[src/rtl/alu_sequencer_if.sv]
// alu_sequencer_if
//   Groups the three buses of the 16-bit ALU sequencer:
//     request  : req_valid/req_ready handshake with req_op, req_a, req_b
//     ALU bus  : alu_cmd, alu_a, alu_b, alu_sc_i out; alu_rslt, alu_sc_o, alu_cnd back
//     response : rsp_valid/rsp_ready handshake with rsp_rslt, rsp_sc, rsp_cnd, rsp_err
//   slave  : the sequencer's view
//   master : the requester / ALU / response consumer side
interface alu_sequencer_if;
   logic        req_valid;
   logic        req_ready;
   logic [3:0]  req_op;
   logic [15:0] req_a;
   logic [15:0] req_b;

   logic [3:0]  alu_cmd;
   logic [7:0]  alu_a;
   logic [7:0]  alu_b;
   logic        alu_sc_i;
   logic [7:0]  alu_rslt;
   logic        alu_sc_o;
   logic        alu_cnd;

   logic        rsp_valid;
   logic        rsp_ready;
   logic [15:0] rsp_rslt;
   logic        rsp_sc;
   logic        rsp_cnd;
   logic        rsp_err;

   modport slave (
      input  req_valid, req_op, req_a, req_b,
      output req_ready,
      output alu_cmd, alu_a, alu_b, alu_sc_i,
      input  alu_rslt, alu_sc_o, alu_cnd,
      output rsp_valid, rsp_rslt, rsp_sc, rsp_cnd, rsp_err,
      input  rsp_ready
   );

   modport master (
      output req_valid, req_op, req_a, req_b,
      input  req_ready,
      input  alu_cmd, alu_a, alu_b, alu_sc_i,
      output alu_rslt, alu_sc_o, alu_cnd,
      input  rsp_valid, rsp_rslt, rsp_sc, rsp_cnd, rsp_err,
      output rsp_ready
   );
endinterface

[src/rtl/alu_sequencer.sv]
// alu_sequencer
//   Runs one 16-bit operation per accepted request on an external 8-bit
//   combinational ALU, one byte-step per clock, and returns the 16-bit result,
//   carry/shift-out, condition and error flag on a valid/ready response port.
// Ports:
//   clk     : clock, rising edge
//   reset_n : asynchronous active-low reset
//   bus     : alu_sequencer_if.slave (request, ALU and response buses)
// All outputs are registered; the ALU drive for a step is computed from the
// next state so it is valid for the whole cycle the step occupies.
module alu_sequencer (
   input  logic             clk,
   input  logic             reset_n,
   alu_sequencer_if.slave   bus
);

   typedef enum logic [2:0] {IDLE, STEP0, STEP1, STEP2, RESP} state_e;

   localparam logic [3:0] OP_ADD = 4'b0000;
   localparam logic [3:0] OP_SUB = 4'b0001;
   localparam logic [3:0] OP_CMP = 4'b0100;
   localparam logic [3:0] OP_CEQ = 4'b0101;
   localparam logic [3:0] OP_LSL = 4'b0110;
   localparam logic [3:0] OP_LSR = 4'b0111;
   localparam logic [3:0] OP_MOV = 4'b1000;

   typedef struct packed {
      logic [3:0] cmd;
      logic [7:0] a;
      logic [7:0] b;
      logic       sc_i;
   } drive_t;

   // ALU drive for one step. Byte order and carry chaining depend on the op:
   // arithmetic and LSL go low byte first, LSR and the compares go high first.
   // SUB chains the inverted carry because the ALU reports "no borrow" as 1.
   function automatic drive_t step_drive(input logic [3:0]  op,
                                         input logic [1:0]  step,
                                         input logic [15:0] a,
                                         input logic [15:0] b,
                                         input logic        sc_prev);
      drive_t d;
      logic   hi;
      d     = '0;
      hi    = 1'b0;
      d.cmd = op;
      case (op)
         OP_ADD, OP_LSL: begin
            hi     = (step == 2'd1);
            d.sc_i = (step == 2'd1) & sc_prev;
         end
         OP_SUB: begin
            hi     = (step == 2'd1);
            d.sc_i = (step == 2'd1) & ~sc_prev;
         end
         OP_LSR: begin
            hi     = (step == 2'd0);
            d.sc_i = (step == 2'd1) & sc_prev;
         end
         OP_CMP: begin
            hi    = (step != 2'd2);
            d.cmd = (step == 2'd1) ? OP_CEQ : OP_CMP;
         end
         OP_CEQ: begin
            hi = (step == 2'd0);
         end
         default: begin
            hi = (step == 2'd1);
         end
      endcase
      d.a = hi ? a[15:8] : a[7:0];
      d.b = hi ? b[15:8] : b[7:0];
      return d;
   endfunction

   state_e      state_q, state_d;
   logic [3:0]  op_q, op_d;
   logic [15:0] a_q, a_d;
   logic [15:0] b_q, b_d;
   logic        sc_prev_q, sc_prev_d;
   logic        gt_hi_q, gt_hi_d;
   logic        eq_hi_q, eq_hi_d;
   logic [15:0] rslt_q, rslt_d;
   logic        sc_q, sc_d;
   logic        cnd_q, cnd_d;
   logic        err_q, err_d;

   logic        req_ready_q, req_ready_d;
   logic        rsp_valid_q, rsp_valid_d;
   logic [15:0] rsp_rslt_q, rsp_rslt_d;
   logic        rsp_sc_q, rsp_sc_d;
   logic        rsp_cnd_q, rsp_cnd_d;
   logic        rsp_err_q, rsp_err_d;
   logic [3:0]  alu_cmd_q, alu_cmd_d;
   logic [7:0]  alu_a_q, alu_a_d;
   logic [7:0]  alu_b_q, alu_b_d;
   logic        alu_sc_i_q, alu_sc_i_d;

   drive_t      drive;
   logic        cmp_like;

   // Next-state, result accumulation and registered-output computation.
   // Work registers (rslt/sc/cnd/err) are cleared at accept so ops that never
   // capture a field (compares, invalid ops) report zero there.
   always_comb begin
      state_d   = state_q;
      op_d      = op_q;
      a_d       = a_q;
      b_d       = b_q;
      sc_prev_d = sc_prev_q;
      gt_hi_d   = gt_hi_q;
      eq_hi_d   = eq_hi_q;
      rslt_d    = rslt_q;
      sc_d      = sc_q;
      cnd_d     = cnd_q;
      err_d     = err_q;
      drive     = '0;
      cmp_like  = (op_q == OP_CMP) || (op_q == OP_CEQ);

      case (state_q)
         IDLE: begin
            if (bus.req_valid && req_ready_q) begin
               op_d      = bus.req_op;
               a_d       = bus.req_a;
               b_d       = bus.req_b;
               sc_prev_d = 1'b0;
               gt_hi_d   = 1'b0;
               eq_hi_d   = 1'b0;
               rslt_d    = '0;
               sc_d      = 1'b0;
               cnd_d     = 1'b0;
               err_d     = (bus.req_op > OP_MOV);
               state_d   = (bus.req_op > OP_MOV) ? RESP : STEP0;
            end
         end
         STEP0: begin
            sc_prev_d = bus.alu_sc_o;
            gt_hi_d   = bus.alu_cnd;
            eq_hi_d   = bus.alu_cnd;
            if (op_q == OP_LSR) begin
               rslt_d[15:8] = bus.alu_rslt;
            end else if (!cmp_like) begin
               rslt_d[7:0] = bus.alu_rslt;
            end
            state_d = STEP1;
         end
         STEP1: begin
            if (op_q == OP_CMP) begin
               eq_hi_d = bus.alu_cnd;
               state_d = STEP2;
            end else begin
               state_d = RESP;
               if (op_q == OP_CEQ) begin
                  cnd_d = eq_hi_q & bus.alu_cnd;
               end else if (op_q == OP_LSR) begin
                  rslt_d[7:0] = bus.alu_rslt;
               end else begin
                  rslt_d[15:8] = bus.alu_rslt;
               end
               if (op_q inside {OP_ADD, OP_SUB, OP_LSL, OP_LSR}) begin
                  sc_d = bus.alu_sc_o;
               end
            end
         end
         STEP2: begin
            cnd_d   = gt_hi_q | (eq_hi_q & bus.alu_cnd);
            state_d = RESP;
         end
         RESP: begin
            if (rsp_valid_q && bus.rsp_ready) begin
               state_d = IDLE;
            end
         end
         default: begin
            state_d = IDLE;
         end
      endcase

      case (state_d)
         STEP0:   drive = step_drive(op_d, 2'd0, a_d, b_d, sc_prev_d);
         STEP1:   drive = step_drive(op_d, 2'd1, a_d, b_d, sc_prev_d);
         STEP2:   drive = step_drive(op_d, 2'd2, a_d, b_d, sc_prev_d);
         default: drive = '0;
      endcase

      alu_cmd_d  = drive.cmd;
      alu_a_d    = drive.a;
      alu_b_d    = drive.b;
      alu_sc_i_d = drive.sc_i;

      // An invalid op jumps straight to RESP at accept; it holds off rsp_valid
      // for that first RESP cycle so its response appears one edge later.
      req_ready_d = (state_d == IDLE);
      rsp_valid_d = (state_d == RESP) && (state_q != IDLE);
      rsp_rslt_d  = rsp_valid_d ? rslt_d : '0;
      rsp_sc_d    = rsp_valid_d & sc_d;
      rsp_cnd_d   = rsp_valid_d & cnd_d;
      rsp_err_d   = rsp_valid_d & err_d;
   end

   // State and output registers; reset forces IDLE with every output low,
   // including req_ready, which comes up on the first edge after release.
   always_ff @(posedge clk or negedge reset_n) begin
      if (!reset_n) begin
         state_q     <= IDLE;
         op_q        <= '0;
         a_q         <= '0;
         b_q         <= '0;
         sc_prev_q   <= 1'b0;
         gt_hi_q     <= 1'b0;
         eq_hi_q     <= 1'b0;
         rslt_q      <= '0;
         sc_q        <= 1'b0;
         cnd_q       <= 1'b0;
         err_q       <= 1'b0;
         req_ready_q <= 1'b0;
         rsp_valid_q <= 1'b0;
         rsp_rslt_q  <= '0;
         rsp_sc_q    <= 1'b0;
         rsp_cnd_q   <= 1'b0;
         rsp_err_q   <= 1'b0;
         alu_cmd_q   <= '0;
         alu_a_q     <= '0;
         alu_b_q     <= '0;
         alu_sc_i_q  <= 1'b0;
      end else begin
         state_q     <= state_d;
         op_q        <= op_d;
         a_q         <= a_d;
         b_q         <= b_d;
         sc_prev_q   <= sc_prev_d;
         gt_hi_q     <= gt_hi_d;
         eq_hi_q     <= eq_hi_d;
         rslt_q      <= rslt_d;
         sc_q        <= sc_d;
         cnd_q       <= cnd_d;
         err_q       <= err_d;
         req_ready_q <= req_ready_d;
         rsp_valid_q <= rsp_valid_d;
         rsp_rslt_q  <= rsp_rslt_d;
         rsp_sc_q    <= rsp_sc_d;
         rsp_cnd_q   <= rsp_cnd_d;
         rsp_err_q   <= rsp_err_d;
         alu_cmd_q   <= alu_cmd_d;
         alu_a_q     <= alu_a_d;
         alu_b_q     <= alu_b_d;
         alu_sc_i_q  <= alu_sc_i_d;
      end
   end

   assign bus.req_ready = req_ready_q;
   assign bus.rsp_valid = rsp_valid_q;
   assign bus.rsp_rslt  = rsp_rslt_q;
   assign bus.rsp_sc    = rsp_sc_q;
   assign bus.rsp_cnd   = rsp_cnd_q;
   assign bus.rsp_err   = rsp_err_q;
   assign bus.alu_cmd   = alu_cmd_q;
   assign bus.alu_a     = alu_a_q;
   assign bus.alu_b     = alu_b_q;
   assign bus.alu_sc_i  = alu_sc_i_q;

endmodule

[src/flat_wrapper.sv]
// flat-port wrapper written by rule: the top's interface ports become plain ports
module alu_sequencer_flat 
  (clk, reset_n, bus_req_valid, bus_req_op, bus_req_a, bus_req_b, bus_req_ready, bus_alu_cmd, bus_alu_a, bus_alu_b, bus_alu_sc_i, bus_alu_rslt, bus_alu_sc_o, bus_alu_cnd, bus_rsp_valid, bus_rsp_rslt, bus_rsp_sc, bus_rsp_cnd, bus_rsp_err, bus_rsp_ready);
  alu_sequencer_if bus_i ();
  input  logic clk;
  input  logic reset_n;
  input wire logic [$bits(bus_i.req_valid)-1:0] bus_req_valid;
  input wire logic [$bits(bus_i.req_op)-1:0] bus_req_op;
  input wire logic [$bits(bus_i.req_a)-1:0] bus_req_a;
  input wire logic [$bits(bus_i.req_b)-1:0] bus_req_b;
  output wire logic [$bits(bus_i.req_ready)-1:0] bus_req_ready;
  output wire logic [$bits(bus_i.alu_cmd)-1:0] bus_alu_cmd;
  output wire logic [$bits(bus_i.alu_a)-1:0] bus_alu_a;
  output wire logic [$bits(bus_i.alu_b)-1:0] bus_alu_b;
  output wire logic [$bits(bus_i.alu_sc_i)-1:0] bus_alu_sc_i;
  input wire logic [$bits(bus_i.alu_rslt)-1:0] bus_alu_rslt;
  input wire logic [$bits(bus_i.alu_sc_o)-1:0] bus_alu_sc_o;
  input wire logic [$bits(bus_i.alu_cnd)-1:0] bus_alu_cnd;
  output wire logic [$bits(bus_i.rsp_valid)-1:0] bus_rsp_valid;
  output wire logic [$bits(bus_i.rsp_rslt)-1:0] bus_rsp_rslt;
  output wire logic [$bits(bus_i.rsp_sc)-1:0] bus_rsp_sc;
  output wire logic [$bits(bus_i.rsp_cnd)-1:0] bus_rsp_cnd;
  output wire logic [$bits(bus_i.rsp_err)-1:0] bus_rsp_err;
  input wire logic [$bits(bus_i.rsp_ready)-1:0] bus_rsp_ready;
  assign bus_i.req_valid = bus_req_valid;
  assign bus_i.req_op = bus_req_op;
  assign bus_i.req_a = bus_req_a;
  assign bus_i.req_b = bus_req_b;
  assign bus_req_ready = bus_i.req_ready;
  assign bus_alu_cmd = bus_i.alu_cmd;
  assign bus_alu_a = bus_i.alu_a;
  assign bus_alu_b = bus_i.alu_b;
  assign bus_alu_sc_i = bus_i.alu_sc_i;
  assign bus_i.alu_rslt = bus_alu_rslt;
  assign bus_i.alu_sc_o = bus_alu_sc_o;
  assign bus_i.alu_cnd = bus_alu_cnd;
  assign bus_rsp_valid = bus_i.rsp_valid;
  assign bus_rsp_rslt = bus_i.rsp_rslt;
  assign bus_rsp_sc = bus_i.rsp_sc;
  assign bus_rsp_cnd = bus_i.rsp_cnd;
  assign bus_rsp_err = bus_i.rsp_err;
  assign bus_i.rsp_ready = bus_rsp_ready;
  alu_sequencer u_core (.clk(clk), .reset_n(reset_n), .bus(bus_i));
endmodule
[config.mk]
export PLATFORM = sky130hd
export DESIGN_NAME = alu_sequencer_flat
export DESIGN_NICKNAME = d
export VERILOG_FILES = /design/src/rtl/alu_sequencer_if.sv /design/src/rtl/alu_sequencer.sv /design/src/flat_wrapper.sv
export SDC_FILE = /design/constraint.sdc
export NUM_CORES = 1
export LEC_CHECK = 0
export CAP_MARGIN = 20
export CORE_MARGIN = 2
export CORE_UTILIZATION = 54
export CTS_BUF_LIST = sky130_fd_sc_hd__clkbuf_16
export CTS_CLUSTER_SIZE = 12
export DETAILED_ROUTE_END_ITERATION = 6
export PLACE_DENSITY = 0.86
export SLEW_MARGIN = 20
export SYNTH_ARGS = -nofsm -noshare
export SYNTH_HDL_FRONTEND = slang
export SYNTH_SLANG_ARGS = --single-unit
[constraint.sdc]
create_clock -name clk -period 4.24 [get_ports clk]
set_input_delay 1.272 -clock clk [delete_from_list [all_inputs] [get_ports clk]]
set_output_delay 1.272 -clock clk [all_outputs]
set_load 0.05 [all_outputs]
# Word level (Yosys, flattened, before mapping)
# Index checks and enable logic that the tools add are counted.
# op_classes
n_bitwise	6
order_cmp	1
n_eq_ne	20
n_reduce_logical	17
muxes	52
# ops
cell	n
$mux 16	8
$mux 8	11
$pmux 21 s3	1
$pmux 16 s3	1
$eq 4x3->1 const B	8
$mux 1	16
$mux 4	4
$pmux 3 s5	1
$eq 3x2->1 const B	4
$mux 3	4
$eq 4x1->1 const B	2
$logic_not 4->1	2
$pmux 1 s2	4
$eq 3x1->1 const B	2
$eq 3x3->1 const B	2
$logic_not 3->1	2
$pmux 1 s3	2
$reduce_bool 3->1	2
$reduce_or 3->1	2
$and 1x1->1	4
$gt 4x4->1 const B	1
$ne 2x1->1 const B	2
$reduce_bool 4->1	1
$logic_and 1x1->1	3
7 further kinds	7
# word_totals
reg_bits	103
word_cells	117
in_bits	50

# Depth between registers and ports, before layout
# Gate-level depths: netlist of the first run.
# logic_depth
word_depth	9
mapped_depth	7
ltp_nobuf	6

# Least setup slack after synthesis of the first run
# OpenSTA, ideal clock, no wires.
# synth_timing
path_kind	input to register
start	input port bus_req_valid
end	register u_core.alu_a_q[2] (netlist: u_core.bus.alu_a[2])
stages	6
t_arrival_ns	2.456
path_buffers	2
slack_ns	1.653
cell_sequence	and3b_1 -> nand2_1 -> buf_2 -> buf_2 -> mux2i_1 -> o22ai_1
# synth_lines
element	line	text
start, declared	flat_wrapper.sv:7	input wire logic [$bits(bus_i.req_valid)-1:0] bus_req_valid;
end signal, assigned	alu_sequencer.sv:245	alu_a_q <= alu_a_d;
end, declared	alu_sequencer.sv:95	logic [7:0] alu_a_q, alu_a_d;

==> run metrics, run 1 <==
Largest delay share family, worst path=buffers and inverters; Synth cell types=38; Sum Neg Setup Slack=0 ns; pwr dens=about 720 nW/um^2; Reg2Reg Depth=5; largest fanout on the critical path=27; DR vias/cell=approximately 5.4; port bufs=a little over 90; Avg Inst Size Synth=~12 sq um; number of buffers added for setup after CTS=0; Horiz. Die Dim=just over 90 microns; final core utilization=approximately three quarters; RD Place Congestion=about 0.89; crit path kind=input pin to flop; clk_lat worst skew=0.34 ns; vias=a little under 3000; Die ar.=8260 sq um; Final Hold Vio Count=0; Initial Utilization=between 50% and 60%; Finish-stage setup viols=0; Synth top area share=around 63%; number of diodes=0; Clock Sinks=a little over 100; die height=around 90 microns; GRT overflow=0; Boundary Pins=92; largest area contributor in the synthesized netlist=dfrtp_1; internal power=about 2400 uW; Max-cap violations=0; RSZ-0062 raised after global routing=false; clock network power share=between 20% and 30%; Detail Route Antenna Nets=0; Remaining DRCs=0; worst-path cell chain=clkdlybuf4s50_1, and3b_1, nand2_2, buf_4, mux2i_1, o22ai_1; Syn. warnings=0; slowest cell delay on critical path=between 0.5 and 0.6 ns; WHS=0.487 ns; Crit-path slowest cell=nand2_2; fraction of registers with async set/reset=100%; CTS HTree Levels=3; Max-slew headroom=49.3%; logic gate share of total power=39.3%; worst slew pin tran=~0.76 ns; Critical Path RT=4.45 ns; syn nets=~390; Lkg Pwr=approximately 0.0027 uW; area growth from synthesis to layout=31.6%; WP buf/inv=2; Worst setup EP type=flop; maximum VDD drop=~0.00037 V; GRT Util Overall=roughly a quarter; number of global-route vias before repair=3044; number of flops mapped to enable cells by yosys=0; Sequential Power Share=between 40% and 50%; Row Count=31; switch share=approximately 39%; CTS tree=yes; layout cells sized above 1=5.08%; most common cell after layout, fill and taps aside=dfrtp_1; crit path launch type=input pin; root buffer cell=clkbuf_16; ys flop type=dfrtp_1; Pre-antenna DRT Iters=5; run status=finished, final reports clean; WP data arrival=around 3.4 ns; # resized after CTS=0; crit path time final=3.20 ns; Tcrit/Tclk final=75.4%; largest net degree at the start of global routing=slightly below 90; post-synthesis instance total=~340; total power=3860 uW; Final Max Tran Viols=0; Seq/Total Area, Yosys=a little over three fifths; Worst Skew=around 0.0061 ns; core area=about 7300 sq um; Num CTS Buffers=9; P_sw=1490 uW; Area contributors post-synth=dfrtp_1, mux2i_1, inv_1; critical path depth=6; WHS Path Cells=2; register bit total from synthesis=roughly 100; final WL=just over 9000 microns; initial antenna violation count=0; cts hold-fix bufs=0; Hold Crit Class=flop to flop; Max Clk Rate=between 300 and 400 MHz; wire per inst=approximately 17 microns; Post-DP HPWL=between 6000 and 7000 microns; CTS Buffer Depth=2; first-pass GRT wire length=15100 microns; most frequent cells in the layout=dfrtp_1, clkdlybuf4s50_1, inv_1; layout net count=around 480; Clock transition at path regs=0.06 ns; Synth Cell Area=4080 sq um; DR iter-0 viols=187
-- cells in the mapped netlist, drive strengths merged (7+ instances only) --
library cell,count
o21ai,11
nor2,11
and2,20
a21oi,9
a22o,15
mux2i,38
o22ai,18
nand3,7
inv,38
buf,10
dfrtp,103
nand2,13
-- area by class of cell --
type	count	area, sq um
fillers	492	1930
well taps	99	124
repair buffers	96	950
multi-input cells	181	1290
inverters	38	143
flip-flops and latches	103	2580
clock buffers	9	225
clock inverters	6	53.8
-- through the flow --
stage,cell area [sq um],setup slack [ns],std cells
floorplan,4080,1.65,336
global placement,5080,0.929,517
global route,5370,0.968,532
CTS,5360,1.07,532
detailed placement,5080,0.817,517
finish,5370,1.04,532
-- state kept, by name, indices dropped and copies added, names as in the netlist, 3 cells and up --
name                 count
u_core.bus.rsp_rslt     16
u_core.op_q              4
u_core.state_q           3
u_core.bus.alu_a         8
u_core.rslt_q           16
u_core.bus.alu_cmd       4
u_core.bus.alu_b         8
u_core.a_q              16
u_core.b_q              16
-- layer usage --
| metal | track usage, % | wire [microns] | vias up | share of wire, % |
|---|---|---|---|---|
| li1 | - | - | 1337 | - |
| met1 | 29.7 | 3740 | 1425 | 41 |
| met2 | 39.7 | 4500 | 120 | 50 |
| met3 | 4.76 | 649 | 17 | 7.1 |
| met4 | 9.47 | 184 | 0 | 2.0 |
| met5 | 0 | 0 | - | 0 |
-- final timing paths --
| kind | endpoint | slack [ns] | from |
|---|---|---|---|
| max | u_core.bus.alu_b[5]$_DFF_PN0_ | 1.04 | bus_req_valid |
| min | u_core.a_q[14]$_DFF_PN0_ | 0.49 | u_core.a_q[14]$_DFF_PN0_ |
| max reg2reg | u_core.bus.alu_b[5]$_DFF_PN0_ | 1.76 | u_core.state_q[0]$_DFF_PN0_ |
| min reg2reg | u_core.a_q[14]$_DFF_PN0_ | 0.49 | u_core.a_q[14]$_DFF_PN0_ |
| max in group asynchronous | u_core.cnd_q$_DFF_PN0_ | 2.55 | reset_n |
| min in group asynchronous | u_core.op_q[1]$_DFF_PN0_ | 0.98 | reset_n |
-- power groups by stage --
| stage | clock, uW | combinational [uW] | sequential [uW] |
|---|---|---|---|
| 5_1_grt | 834 | 1640 | 1600 |
| 6_report | 786 | 1520 | 1560 |
| 4_1_cts | 796 | 1520 | 1560 |
| 2_1_floorplan | 0 | 777 | 1810 |
| 3_5_place_dp | 0 | 1500 | 1560 |
| 3_3_place_gp | 0 | 1450 | 1550 |
-- worst register-to-register path: stages, from the launching register on --
cell and delay [ns]:
dfrtp_1 0.50, nor2_1 0.42, nand2_2 0.56, buf_4 0.42
mux2i_1 0.28, o22ai_1 0.15
-- kinds of logic after synthesis --
| kind of cell | count (synthesis) | share of synthesized area [%] |
|---|---|---|
| xor+xnor | 2 | 0.430 |
| simple gates | 73 | 10.3 |
| compound gates | 67 | 11.3 |
| flops | 103 | 63.2 |
| buf+inv | 52 | 5.12 |
| mux | 39 | 9.60 |
(Power assumes the default switching activity.)
==> run 2: changes to the inputs <==
--- a/config.mk
+++ b/config.mk
@@ -7,11 +7,11 @@
 export LEC_CHECK = 0
 export CAP_MARGIN = 20
 export CORE_MARGIN = 2
-export CORE_UTILIZATION = 54
+export CORE_UTILIZATION = 50
 export CTS_BUF_LIST = sky130_fd_sc_hd__clkbuf_16
 export CTS_CLUSTER_SIZE = 12
 export DETAILED_ROUTE_END_ITERATION = 6
-export PLACE_DENSITY = 0.86
+export PLACE_DENSITY = 0.8
 export SLEW_MARGIN = 20
 export SYNTH_ARGS = -nofsm -noshare
 export SYNTH_HDL_FRONTEND = slang
==> constraint.sdc (replaced) <==
create_clock -name clk -period 3.4 [get_ports clk]
set_input_delay 1.02 -clock clk [delete_from_list [all_inputs] [get_ports clk]]
set_output_delay 1.02 -clock clk [all_outputs]
set_load 0.05 [all_outputs]
==> run metrics, run 2 (synthesis results as in run 1) <==
run status=finished, final reports clean; CTS tree=yes; Clock transition at path regs=0.07 ns (about the same); number of global-route vias before repair=2989 (-1.8%); largest fanout on the critical path=4 (-85%); Initial Utilization=52.2% (-3.7 points); Final Hold Vio Count=0 (unchanged); die height=94.3 microns (+3.8%); Highest Signal Layer=met4; GRT Util Overall=21.8% (-1.6 points); Max Clk Rate=about 390 MHz; CTS Buffer Depth=2 (unchanged); Worst setup EP type=output port; final core utilization=69.2% (-4.4 points); Max-cap violations=0 (unchanged); RSZ-0062 raised after global routing=false; crit path launch type=flop; Post-Route M1 WL=3650 microns (-2.4%); total power=4820 uW (+25%); vias=2869 (-1.0%); Lkg Pwr=0.00272 uW (+0.60%); WP data arrival=1.58 ns (-1.83 ns); most common cell after layout, fill and taps aside=dfrtp_1; pwr dens=893 nW/um^2 (+24%); Num CTS Buffers=9 (unchanged); most frequent cells in the layout=dfrtp_1, clkdlybuf4s50_1, inv_1; Boundary Pins=92 (unchanged); WHS=0.482 ns (-0.00465 ns); DR vias/cell=5.34 (-2.0%); Hold Crit Class=flop to flop; initial antenna violation count=0 (unchanged); Remaining DRCs=0 (unchanged); worst slew pin tran=0.626 ns (-0.132 ns); flop2flop setup slack=1.25 ns (-0.51 ns); Die ar.=8890 sq um (+7.6%); area growth from synthesis to layout=32.4%; metal2 WL=4400 microns (-2.4%); clk_lat worst skew=0.34 ns (about the same); Crit-path slowest cell=clkdlybuf4s50_1; RD Place Congestion=0.847 (-4.7%); layout net count=480 (+0.21%); Sum Neg Setup Slack=0 ns (unchanged); maximum VDD drop=0.000445 V (+22%); cts hold-fix bufs=0 (unchanged); first-pass GRT wire length=14700 microns (-2.6%); worst-path cell chain=clkdlybuf4s50_1; Final Max Tran Viols=0 (unchanged); # resized after CTS=0 (unchanged); length of routed met3 wiring=662 microns (+2.0%); core area=7810 sq um (+7.1%); Pre-antenna DRT Iters=5 (unchanged); Post-DP HPWL=6360 microns (+5.7%); Worst Skew=0.00800 ns (+0.00188 ns); port bufs=91 (unchanged); Horiz. Die Dim=94.3 microns (+3.8%); Tcrit/Tclk final=between 70% and 80%; wire per inst=16.5 microns (-3.4%); largest net degree at the start of global routing=42 (-52%); WP buf/inv=1 (-1); final WL=8850 microns (-2.5%); Clock Sinks=103 (unchanged); crit path kind=flop to output port; number of diodes=0 (unchanged); layout cells sized above 1=5.75% (+0.67 points); Row Count=32 (+3.2%); Final WS setup=0.804 ns (-0.239 ns); crit path time final=approximately 2.6 ns; root buffer cell=clkbuf_16; Detail Route Antenna Nets=0 (unchanged); slowest cell delay on critical path=0.83 ns (+0.26 ns); GRT overflow=0 (unchanged); number of buffers added for setup after CTS=0 (unchanged); Largest delay share family, worst path=buffers and inverters; Finish-stage setup viols=0 (unchanged); dpl ws=0.482 ns (-0.336 ns); Critical Path RT=2.38 ns (-2.07 ns); Max-slew headroom=58.3% (+9.0 points); CTS HTree Levels=3 (unchanged); DR iter-0 viols=218 (+17%)
## run 2: changes by cell type in the layout (fill, tap and decap cells not counted)
cell        previous run  this run
buf_12                 0         1
buf_4                  5         6
buf_6                  1         0
clkinv_1               2         0
clkinv_4               0         1
clkinvlp_4             1         2
inv_1                 39        40
## run 2: worst reg2reg max path: stages (launching register included)
cell and delay (ns):
dfrtp_1 0.51, nor2_1 0.43, nand2_2 0.41, buf_12 0.32, mux2i_1 0.23, o22ai_1 0.12
## run 2: final cells by class
type	instances	area, sq um
repair buffers	97	966
flip-flops and latches	103	2580
multi-input cells	181	1290
clock buffers	9	225
well taps	102	128
clock inverters	7	66.3
fillers	570	2410
inverters	38	143
## run 2: where the power goes
part	switching (uW)	leakage, uW	internal [uW]
Clock	437	0.000144	565
Combinational	1170	0.00124	719
Sequential	251	0.00134	1680
## run 2: metal layers
| layer | up-vias | GRT usage (%) |
|---|---|---|
| met5 | - | 0 |
| met4 | 0 | 8.82 |
| met1 | 1394 | 28.3 |
| li1 | 1346 | - |
| met3 | 14 | 5.30 |
| met2 | 115 | 35.6 |
## run 2: stage by stage
stage | instance area, sq um | cells
after floorplan | 4080 | 336
final | 5400 | 537
after CTS | 5400 | 537
after detailed placement | 5110 | 521
after global routing | 5400 | 537
after global placement | 5110 | 521
## run 2: path summary, 6_finish.rpt
path                                                 from                           endpoint  depth (start not counted)
setup / recovery           u_core.bus.req_ready$_DFF_PN0_                      bus_req_ready                          1
hold / removal                    u_core.b_q[9]$_DFF_PN0_            u_core.b_q[9]$_DFF_PN0_                          2
setup reg to reg              u_core.state_q[0]$_DFF_PN0_      u_core.bus.alu_b[6]$_DFF_PN0_                          5
hold reg to reg                   u_core.b_q[9]$_DFF_PN0_            u_core.b_q[9]$_DFF_PN0_                          2
max in group asynchronous                         reset_n  u_core.bus.rsp_rslt[12]$_DFF_PN0_                          2
min in group asynchronous                         reset_n            u_core.b_q[0]$_DFF_PN0_                          1
